$ cat src/rtl/stream_mux_rr_if.sv
// ---------------------------------------------------------------------------
// stream_mux_rr_if
// Bundles the control, N producer channels and the consumer channel of
// stream_mux_rr.
//   slave  modport : the multiplexer's view (drives in_ready/out_*)
//   master modport : the surrounding producers/consumer's view
// Signals:
//   mode      0 = explicit select, 1 = round-robin
//   sel       channel index used when mode = 0
//   in_valid  per-channel valid          in_ready  per-channel ready
//   in_data   packed channel data, ch k = in_data[k*W +: W]
//   out_valid / out_data / out_ready      output beat handshake
//   out_ch    channel index of the held beat (only with CH_ID_OUT_EN)
// Build option: define CH_ID_OUT_EN to add the out_ch signal.
// ---------------------------------------------------------------------------
interface stream_mux_rr_if #(
  parameter int N = 4,
  parameter int W = 8
);
  localparam int SW = (N > 1) ? $clog2(N) : 1;

  logic            mode;
  logic [SW-1:0]   sel;
  logic [N-1:0]    in_valid;
  logic [N*W-1:0]  in_data;
  logic [N-1:0]    in_ready;
  logic            out_valid;
  logic [W-1:0]    out_data;
  logic            out_ready;
`ifdef CH_ID_OUT_EN
  logic [SW-1:0]   out_ch;

  modport slave (
    input  mode, sel, in_valid, in_data, out_ready,
    output in_ready, out_valid, out_data, out_ch
  );
  modport master (
    output mode, sel, in_valid, in_data, out_ready,
    input  in_ready, out_valid, out_data, out_ch
  );
`else
  modport slave (
    input  mode, sel, in_valid, in_data, out_ready,
    output in_ready, out_valid, out_data
  );
  modport master (
    output mode, sel, in_valid, in_data, out_ready,
    input  in_ready, out_valid, out_data
  );
`endif
endinterface

$ cat src/rtl/stream_mux_rr.sv
// ---------------------------------------------------------------------------
// stream_mux_rr
// N:1 streaming multiplexer with a registered output stage. The granted
// channel is either picked by sel (mode = 0) or by a round-robin arbiter
// that starts its search at a rotating pointer (mode = 1).
// Ports:
//   clk  rising-edge clock
//   rst  asynchronous, active-high reset
//   bus  stream_mux_rr_if.slave (see interface header for signal list)
// Build option: define CH_ID_OUT_EN to register and drive bus.out_ch.
// ---------------------------------------------------------------------------
module stream_mux_rr #(
  parameter int N = 4,
  parameter int W = 8
) (
  input  logic             clk,
  input  logic             rst,
  stream_mux_rr_if.slave   bus
);
  localparam int SW = (N > 1) ? $clog2(N) : 1;

  logic            out_valid_q, out_valid_d;
  logic [W-1:0]    out_data_q,  out_data_d;
  logic [SW-1:0]   ptr_q,       ptr_d;
`ifdef CH_ID_OUT_EN
  logic [SW-1:0]   out_ch_q,    out_ch_d;
`endif

  logic            load;
  logic            granted;
  logic [SW-1:0]   grant_idx;
  logic [W-1:0]    grant_data;
  logic [SW:0]     rr_sum;
  logic [SW-1:0]   rr_idx;

  // The output register may take a new beat when empty or being drained.
  // Held low during reset so no in_ready bit is raised while rst is asserted.
  assign load = ~rst & (~out_valid_q | bus.out_ready);

  // NOTE: every variable assigned here gets a default first, so no path
  // leaves it unassigned and no latch is inferred.
  always_comb begin
    granted    = 1'b0;
    grant_idx  = '0;
    grant_data = '0;
    rr_sum     = '0;
    rr_idx     = '0;

    if (!bus.mode) begin
      // sel values >= N match no channel and therefore never grant.
      for (int k = 0; k < N; k++) begin
        if (bus.sel == SW'(k)) begin
          grant_idx = SW'(k);
          granted   = bus.in_valid[k];
        end
      end
    end else begin
      // Search ptr, ptr+1, ... wrapping at N; the first valid channel wins.
      for (int i = 0; i < N; i++) begin
        rr_sum = {1'b0, ptr_q} + (SW+1)'(i);
        if (rr_sum >= (SW+1)'(N))
          rr_sum = rr_sum - (SW+1)'(N);
        rr_idx = rr_sum[SW-1:0];
        if (!granted && bus.in_valid[rr_idx]) begin
          granted   = 1'b1;
          grant_idx = rr_idx;
        end
      end
    end

    for (int k = 0; k < N; k++) begin
      if (grant_idx == SW'(k))
        grant_data = bus.in_data[k*W +: W];
    end
  end

  always_comb begin
    bus.in_ready = '0;
    if (load && granted)
      bus.in_ready[grant_idx] = 1'b1;
  end

  always_comb begin
    out_valid_d = out_valid_q;
    out_data_d  = out_data_q;
    ptr_d       = ptr_q;
`ifdef CH_ID_OUT_EN
    out_ch_d    = out_ch_q;
`endif
    if (load) begin
      // Without a grant the register empties but keeps its last data.
      out_valid_d = granted;
      if (granted) begin
        out_data_d = grant_data;
`ifdef CH_ID_OUT_EN
        out_ch_d   = grant_idx;
`endif
        // Only round-robin transfers advance the pointer.
        if (bus.mode)
          ptr_d = (grant_idx == SW'(N-1)) ? '0 : grant_idx + SW'(1);
      end
    end
  end

  // NOTE: state registers use non-blocking assignments so every flop
  // samples the pre-edge value of every other flop.
  always_ff @(posedge clk or posedge rst) begin
    if (rst) begin
      out_valid_q <= 1'b0;
      out_data_q  <= '0;
      ptr_q       <= '0;
`ifdef CH_ID_OUT_EN
      out_ch_q    <= '0;
`endif
    end else begin
      out_valid_q <= out_valid_d;
      out_data_q  <= out_data_d;
      ptr_q       <= ptr_d;
`ifdef CH_ID_OUT_EN
      out_ch_q    <= out_ch_d;
`endif
    end
  end

  assign bus.out_valid = out_valid_q;
  assign bus.out_data  = out_data_q;
`ifdef CH_ID_OUT_EN
  assign bus.out_ch    = out_ch_q;
`endif
endmodule
$ cat src/flat_wrapper.sv
// flat-port wrapper written by rule: the top's interface ports become plain ports
module stream_mux_rr_flat 
#(
  parameter int N = 4,
  parameter int W = 8
)
  (clk, rst, bus_mode, bus_sel, bus_in_valid, bus_in_data, bus_out_ready, bus_in_ready, bus_out_valid, bus_out_data);
  stream_mux_rr_if #(.N(N), .W(W)) bus_i ();
  input  logic clk;
  input  logic rst;
  input wire logic [$bits(bus_i.mode)-1:0] bus_mode;
  input wire logic [$bits(bus_i.sel)-1:0] bus_sel;
  input wire logic [$bits(bus_i.in_valid)-1:0] bus_in_valid;
  input wire logic [$bits(bus_i.in_data)-1:0] bus_in_data;
  input wire logic [$bits(bus_i.out_ready)-1:0] bus_out_ready;
  output wire logic [$bits(bus_i.in_ready)-1:0] bus_in_ready;
  output wire logic [$bits(bus_i.out_valid)-1:0] bus_out_valid;
  output wire logic [$bits(bus_i.out_data)-1:0] bus_out_data;
  assign bus_i.mode = bus_mode;
  assign bus_i.sel = bus_sel;
  assign bus_i.in_valid = bus_in_valid;
  assign bus_i.in_data = bus_in_data;
  assign bus_i.out_ready = bus_out_ready;
  assign bus_in_ready = bus_i.in_ready;
  assign bus_out_valid = bus_i.out_valid;
  assign bus_out_data = bus_i.out_data;
  stream_mux_rr #(.N(N), .W(W)) u_core (.clk(clk), .rst(rst), .bus(bus_i));
endmodule
$ cat config.mk
export PLATFORM = sky130hd
export DESIGN_NAME = stream_mux_rr_flat
export DESIGN_NICKNAME = d
export VERILOG_FILES = /design/src/rtl/stream_mux_rr_if.sv /design/src/rtl/stream_mux_rr.sv /design/src/flat_wrapper.sv
export SDC_FILE = /design/constraint.sdc
export NUM_CORES = 1
export LEC_CHECK = 0
export CORE_ASPECT_RATIO = 0.6
export CORE_MARGIN = 2
export CORE_UTILIZATION = 36
export DETAILED_ROUTE_END_ITERATION = 12
export PLACE_DENSITY = 0.76
export SYNTH_ARGS = -nofsm -noshare
export SYNTH_HDL_FRONTEND = slang
export SYNTH_SLANG_ARGS = --single-unit
$ cat constraint.sdc
create_clock -name clk -period 4.1 [get_ports clk]
set_clock_uncertainty 0.1 [all_clocks]
set_input_delay 0.82 -clock clk [delete_from_list [all_inputs] [get_ports clk]]
set_output_delay 0.82 -clock clk [all_outputs]
set_load 0.005 [all_outputs]
After elaboration in Yosys (flattened, before gate mapping)

Cells that the tools add are included.

Flip-flop bits (word level): 11
Logic and storage cells: 87

$add $sub $neg: 8
Order comparisons: 10
Equal/unequal tests: 6
Multiplexer cells: 44
Bitwise gates (word level): 4
Reductions and logical operators: 12

Operator list:

| cell                                                                                 | count |
|---|---|
| 2-bit two-way mux                                                                    | 16 |
| 8-bit two-way mux                                                                    | 4 |
| 1-bit two-way mux                                                                    | 18 |
| 2-bit by 3-bit less-than comparator with 1-bit output (second input constant)        | 5 |
| 3-bit greater-or-equal comparator (second input constant)                            | 3 |
| 1-bit binary-select mux with 2-bit select                                            | 4 |
| 2-bit == test (second input constant)                                                | 4 |
| 2-bit by 1-bit subtractor with 2-bit output (second input constant)                  | 4 |
| 2-bit by 2-bit adder with 3-bit output (second input constant)                       | 2 |
| 1-bit logical AND                                                                    | 5 |
| 2-bit by 1-bit == test with 1-bit output (second input constant)                     | 2 |
| 2-bit logical NOT                                                                    | 2 |
| 4-bit two-way mux                                                                    | 1 |
| 2-bit by 1-bit adder with 3-bit output (second input constant)                       | 1 |
| 2-bit by 3-bit greater-or-equal comparator with 1-bit output (second input constant) | 1 |
| 1-bit logical NOT                                                                    | 3 |
| 3-bit AND reduction                                                                  | 1 |
| 2-bit by 1-bit adder with 2-bit output (second input constant)                       | 1 |
| 1-bit demux with 2-bit select                                                        | 1 |
| 2-bit by 1-bit greater-or-equal comparator with 1-bit output (second input constant) | 1 |
| 1-bit inverter                                                                       | 2 |
| 2-bit AND reduction                                                                  | 1 |
| 1-bit AND                                                                            | 1 |
| 1-bit OR                                                                             | 1 |

Depth between registers and ports, before layout

Depth in word-level cells: 24
Mapped depth: 11
Gate-level depth less buffers: 9

Worst setup path before layout

Ideal clock, no wire load.

Kind: input to output
From: input port bus_mode
To: output port bus_in_ready[1]
Arrival time: 2.317 ns
Slack: 0.863 ns
Stages on the path: 9
Buffers on the path: 2
Cells stage by stage: buf_2 > o41ai_4 > o21bai_1 > o32a_1 > inv_1 > ha_1 > clkbuf_1 > inv_1 > nor2_1

Longest elaborated chain between the ends: 6

RTL lines:

| what                                                                                                                                                               | line                | text |
|---|---|---|
| start: declaration                                                                                                                                                 | flat_wrapper.sv:11  | `input wire logic [$bits(bus_i.mode)-1:0] bus_mode;` |
| 2-bit two-way mux                                                                                                                                                  | stream_mux_rr.sv:49 | `if (!bus.mode) begin` |
| 2-bit by 3-bit less-than comparator with 1-bit output (implied by the code) / 2-bit by 1-bit greater-or-equal comparator with 1-bit output (equally long branches) | stream_mux_rr.sv:80 | `bus.in_ready[grant_idx] = 1'b1;` |
| 1-bit logical AND (implied by the code)                                                                                                                            | stream_mux_rr.sv:80 |  |
| 1-bit two-way mux (implied by the code)                                                                                                                            | stream_mux_rr.sv:80 |  |
| 1-bit demux with 2-bit select                                                                                                                                      | --                  |  |
| 4-bit two-way mux *                                                                                                                                                | stream_mux_rr.sv:79 | `if (load && granted)` |
| end: declaration                                                                                                                                                   | flat_wrapper.sv:16  | `output wire logic [$bits(bus_i.in_ready)-1:0] bus_in_ready;` |

Mark *: on every way between the ends. The rest lies on a longest branch, timed or not.

Worst setup path in the final report

From: input port bus_in_valid[2]
To: output port bus_in_ready[1]

Longest elaborated chain between the ends: 21

RTL lines:

| what                                                                                                                                                               | line                | text |
|---|---|---|
| start: declaration                                                                                                                                                 | flat_wrapper.sv:13  | `input wire logic [$bits(bus_i.in_valid)-1:0] bus_in_valid;` |
| 1-bit binary-select mux with 2-bit select                                                                                                                          | stream_mux_rr.sv:64 | `if (!granted && bus.in_valid[rr_idx]) begin` |
| 1-bit two-way mux (implied by the code)                                                                                                                            | stream_mux_rr.sv:64 |  |
| 1-bit two-way mux                                                                                                                                                  | stream_mux_rr.sv:64 |  |
| 1-bit two-way mux                                                                                                                                                  | stream_mux_rr.sv:49 |  |
| 1-bit logical NOT                                                                                                                                                  | stream_mux_rr.sv:64 |  |
| 1-bit logical AND                                                                                                                                                  | stream_mux_rr.sv:64 |  |
| 1-bit two-way mux                                                                                                                                                  | stream_mux_rr.sv:64 |  |
| 1-bit two-way mux                                                                                                                                                  | stream_mux_rr.sv:49 |  |
| [... 5 more ...]                                                                                                                                                   | --                  |  |
| 1-bit logical AND                                                                                                                                                  | stream_mux_rr.sv:64 |  |
| 2-bit two-way mux                                                                                                                                                  | stream_mux_rr.sv:64 |  |
| 2-bit two-way mux                                                                                                                                                  | stream_mux_rr.sv:49 |  |
| 2-bit by 3-bit less-than comparator with 1-bit output (implied by the code) / 2-bit by 1-bit greater-or-equal comparator with 1-bit output (equally long branches) | stream_mux_rr.sv:80 |  |
| 1-bit logical AND (implied by the code)                                                                                                                            | stream_mux_rr.sv:80 |  |
| 1-bit two-way mux (implied by the code)                                                                                                                            | stream_mux_rr.sv:80 |  |
| 1-bit demux with 2-bit select                                                                                                                                      | --                  |  |
| 4-bit two-way mux *                                                                                                                                                | stream_mux_rr.sv:79 |  |

Mark *: on every way between the ends. The rest lies on a longest branch, timed or not. The select of a mux whose other input is x is not followed.

==> impl_metrics.ini <==
[status]
status = finished, final reports clean

[global_route]
antenna_found_initial = 0
grt_usage = 0.208
grt_max_degree = 16
overflow = 0
grt_first_pass_wirelength_mm = 5.03
grt_pass1_vias = 1070

[placement]
port_buffers = 54
dp_hpwl_mm = 2.68
pre_cts_ws_ns = -0.0189
place_congestion = 0.926

[setup_path]
reg2reg_setup_slack_ns = 1.09
crit_slowest_cell = clkdlybuf4s50_1
crit_type = in -> out
cp_top_family = buffers and inverters
critPathCaptureType = output pin
max_stage_delay_ns = 0.51
r2r-start = u_core.ptr_q[1]
critPathMaxFanout = 4
rr_worst_depth = 10
worstReg2RegEnd = u_core.bus.out_data[2]
crit_buf_inv = 5
worstPathArrival_ns = 3.02
start_kind = input pin
crit_required_ns = 3.18
worstPathCellList = clkdlybuf4s50_1 -> buf_4 -> o41ai_4 -> o21bai_1 -> o32a_1 -> inv_1 -> ha_1 -> inv_1 -> nor2_1 -> clkdlybuf4s50_1

[cts]
clockBufferDepth = 2
tritoncts = done
htreeDepth = 1
cts_buffers = 3
cts_num_sinks = 11
path_clk_slew_ns = 0.05
ctsHoldBuffers = 0
clk_latency_ns = 0.23
cts-root-buf = clkbuf_8

[synth]
synth_nets = 151
ys_seq_area_frac = 0.281
synth_ff_type = dfrtp_1
synth.distinct_cells = 34
syn_area_um2 = 978
postSynth.asyncResetShare = 1.00
syn_area_per_cell_um2 = 9.32
synth_seq_cells = 11
yosysWarningCount = 0
syn_inst = 105
synth-edff-count = 0

[timing]
maxSlewHeadroom = 0.705
slew_viol_final = 0
rsz0062_at_grt = no
period_share = 0.960
setup_slack_ns = 0.165
post-route-min-period_ns = 3.94
max_freq_mhz = 254
hold_ws_ns = 0.411
worst_pin_slew_ns = 0.442
finalSetupViolations = 0
finalHoldViolations = 0

[detailed_routing]
drt_iter0_markers = 42
finalWirelength_mm = 3.17
dr_total_vias = 1071
routedWlPerCell_um = 15.9
dr.pass1.iters = 4
ant_nets = 0
route.detailed.drc = 0
avgViaCountPerCell = 5.38

[worst_hold_path]
hp-class = reg -> reg
holdCritStartpoint = u_core.bus.out_data[4]
holdPathStages = 1
min_to = u_core.bus.out_data[4]

[finish]
n_fill_cell = 206
fin_util = 0.652
nets = 214
final_cell_mix = clkdlybuf4s50_1, nor2_1, dfrtp_1
drive_above_1_share = 0.156
area_growth_pct = 69.3
antenna_cells = 0
final_common_cell = clkdlybuf4s50_1

[floorplanning]
io_pins = 55
die_w_um = 71.3
fp-row-count = 14
core-area_um2 = 2540
dieArea_um2 = 3160
die_y_um = 44.4
start_util = 0.385

[pwr]
ir_worst_vdd_mv = 0.147
power_density_nw_per_um2 = 418
leakagePower_nw = 0.732

[job]
cap_viol_max_count = 0
worst reg2reg max path: stages (launching register included):
cell      delay, ns
dfrtp_1        0.45
nand3b_1       0.22
o21a_1         0.13
o211a_1        0.22
a311o_1        0.35
ha_1           0.21
buf_4          0.17
nor2b_1        0.37
a221oi_1       0.20
o31ai_1        0.33
mux2_4         0.20
flip-flops by register name, indices dropped and copies added, names as in the netlist:
| signal | flops |
|---|---|
| u_core.bus.out_data | 8 |
| u_core.bus.out_valid | 1 |
| u_core.ptr_q | 2 |
through the flow:
stage	area (um^2)	power [mW]	TNS, ns	instances
after floorplan	978	0.385	0	105
after global routing	1660	0.738	0	199
after global placement	1600	0.568	0	195
after detailed placement	1600	0.583	-0.0201	195
final	1660	0.693	0	199
after CTS	1650	0.692	0	199
final cells by class:
class                           instances  area [um^2]  area share
Clock buffer                            4         45.0      0.0272
Inverter                                8         30.0      0.0181
Multi-Input combinational cell         80          648       0.391
Sequential cell                        11          275       0.166
Tap cell                               32         40.0      0.0242
Timing Repair Buffer                   64          618       0.373
kinds of logic after synthesis:
logic type | after synthesis | synth area share
muxes | 13 | 0.165
AOI/OAI and AO/OA | 31 | 0.286
buffers and inverters | 14 | 0.0627
adders and majority gates | 4 | 0.0512
DFF | 11 | 0.281
and+or+nand+nor | 32 | 0.153
metal layers:
layer	GRT usage	vias up	wire length [um]
met5	0	-	0
met4	0.0755	0	32
met3	0.0182	4	152
met2	0.354	37	1560
met1	0.282	515	1430
li1	-	515	-
worst max path at each step:
stage	from	slack, ns	cells after the start	end
after detailed placement	bus_in_valid[0]	-0.02	9	bus_in_ready[2]
after CTS	bus_in_valid[1]	0.009	9	bus_in_ready[2]
after global routing	bus_in_valid[2]	0.04	9	bus_in_ready[0]
after floorplan	bus_mode	0.86	9	bus_in_ready[1]
final	bus_in_valid[2]	0.16	10	bus_in_ready[1]
after global placement	bus_in_valid[0]	0.05	9	bus_in_ready[3]
cells in the mapped netlist, types with 3 or more instances:
cell      number  area, um^2
o31ai_1        7        52.6
clkbuf_1       4        15.0
nor2_1        14        52.6
mux2_4         5        75.1
nor2b_1        3        18.8
dfrtp_1       11         275
nand2_1       10        37.5
mux2_1         3        33.8
inv_1          7        26.3
mux2i_1        3        30.0
ha_1           4        50.1
a221oi_1       7        61.3
power by group:
group	switching, mW	total (mW)	internal, mW	leakage [nW]
clock	0.0382	0.106	0.0681	0.0228
sequential	0.0419	0.199	0.157	0.134
combinational	0.152	0.387	0.235	0.575
total	0.232	0.693	0.461	0.732
repair_timing:
action / in CTS / in global routing
setup endpoints to repair: 2 / 4
gates resized for setup: 2 / 3
buffers inserted: 0 / 0
gates cloned: 0 / 0
pin swaps: 0 / 2
endpoints found under the hold margin: 0 / 0
No activity file was read; power rests on OpenSTA's default activity.
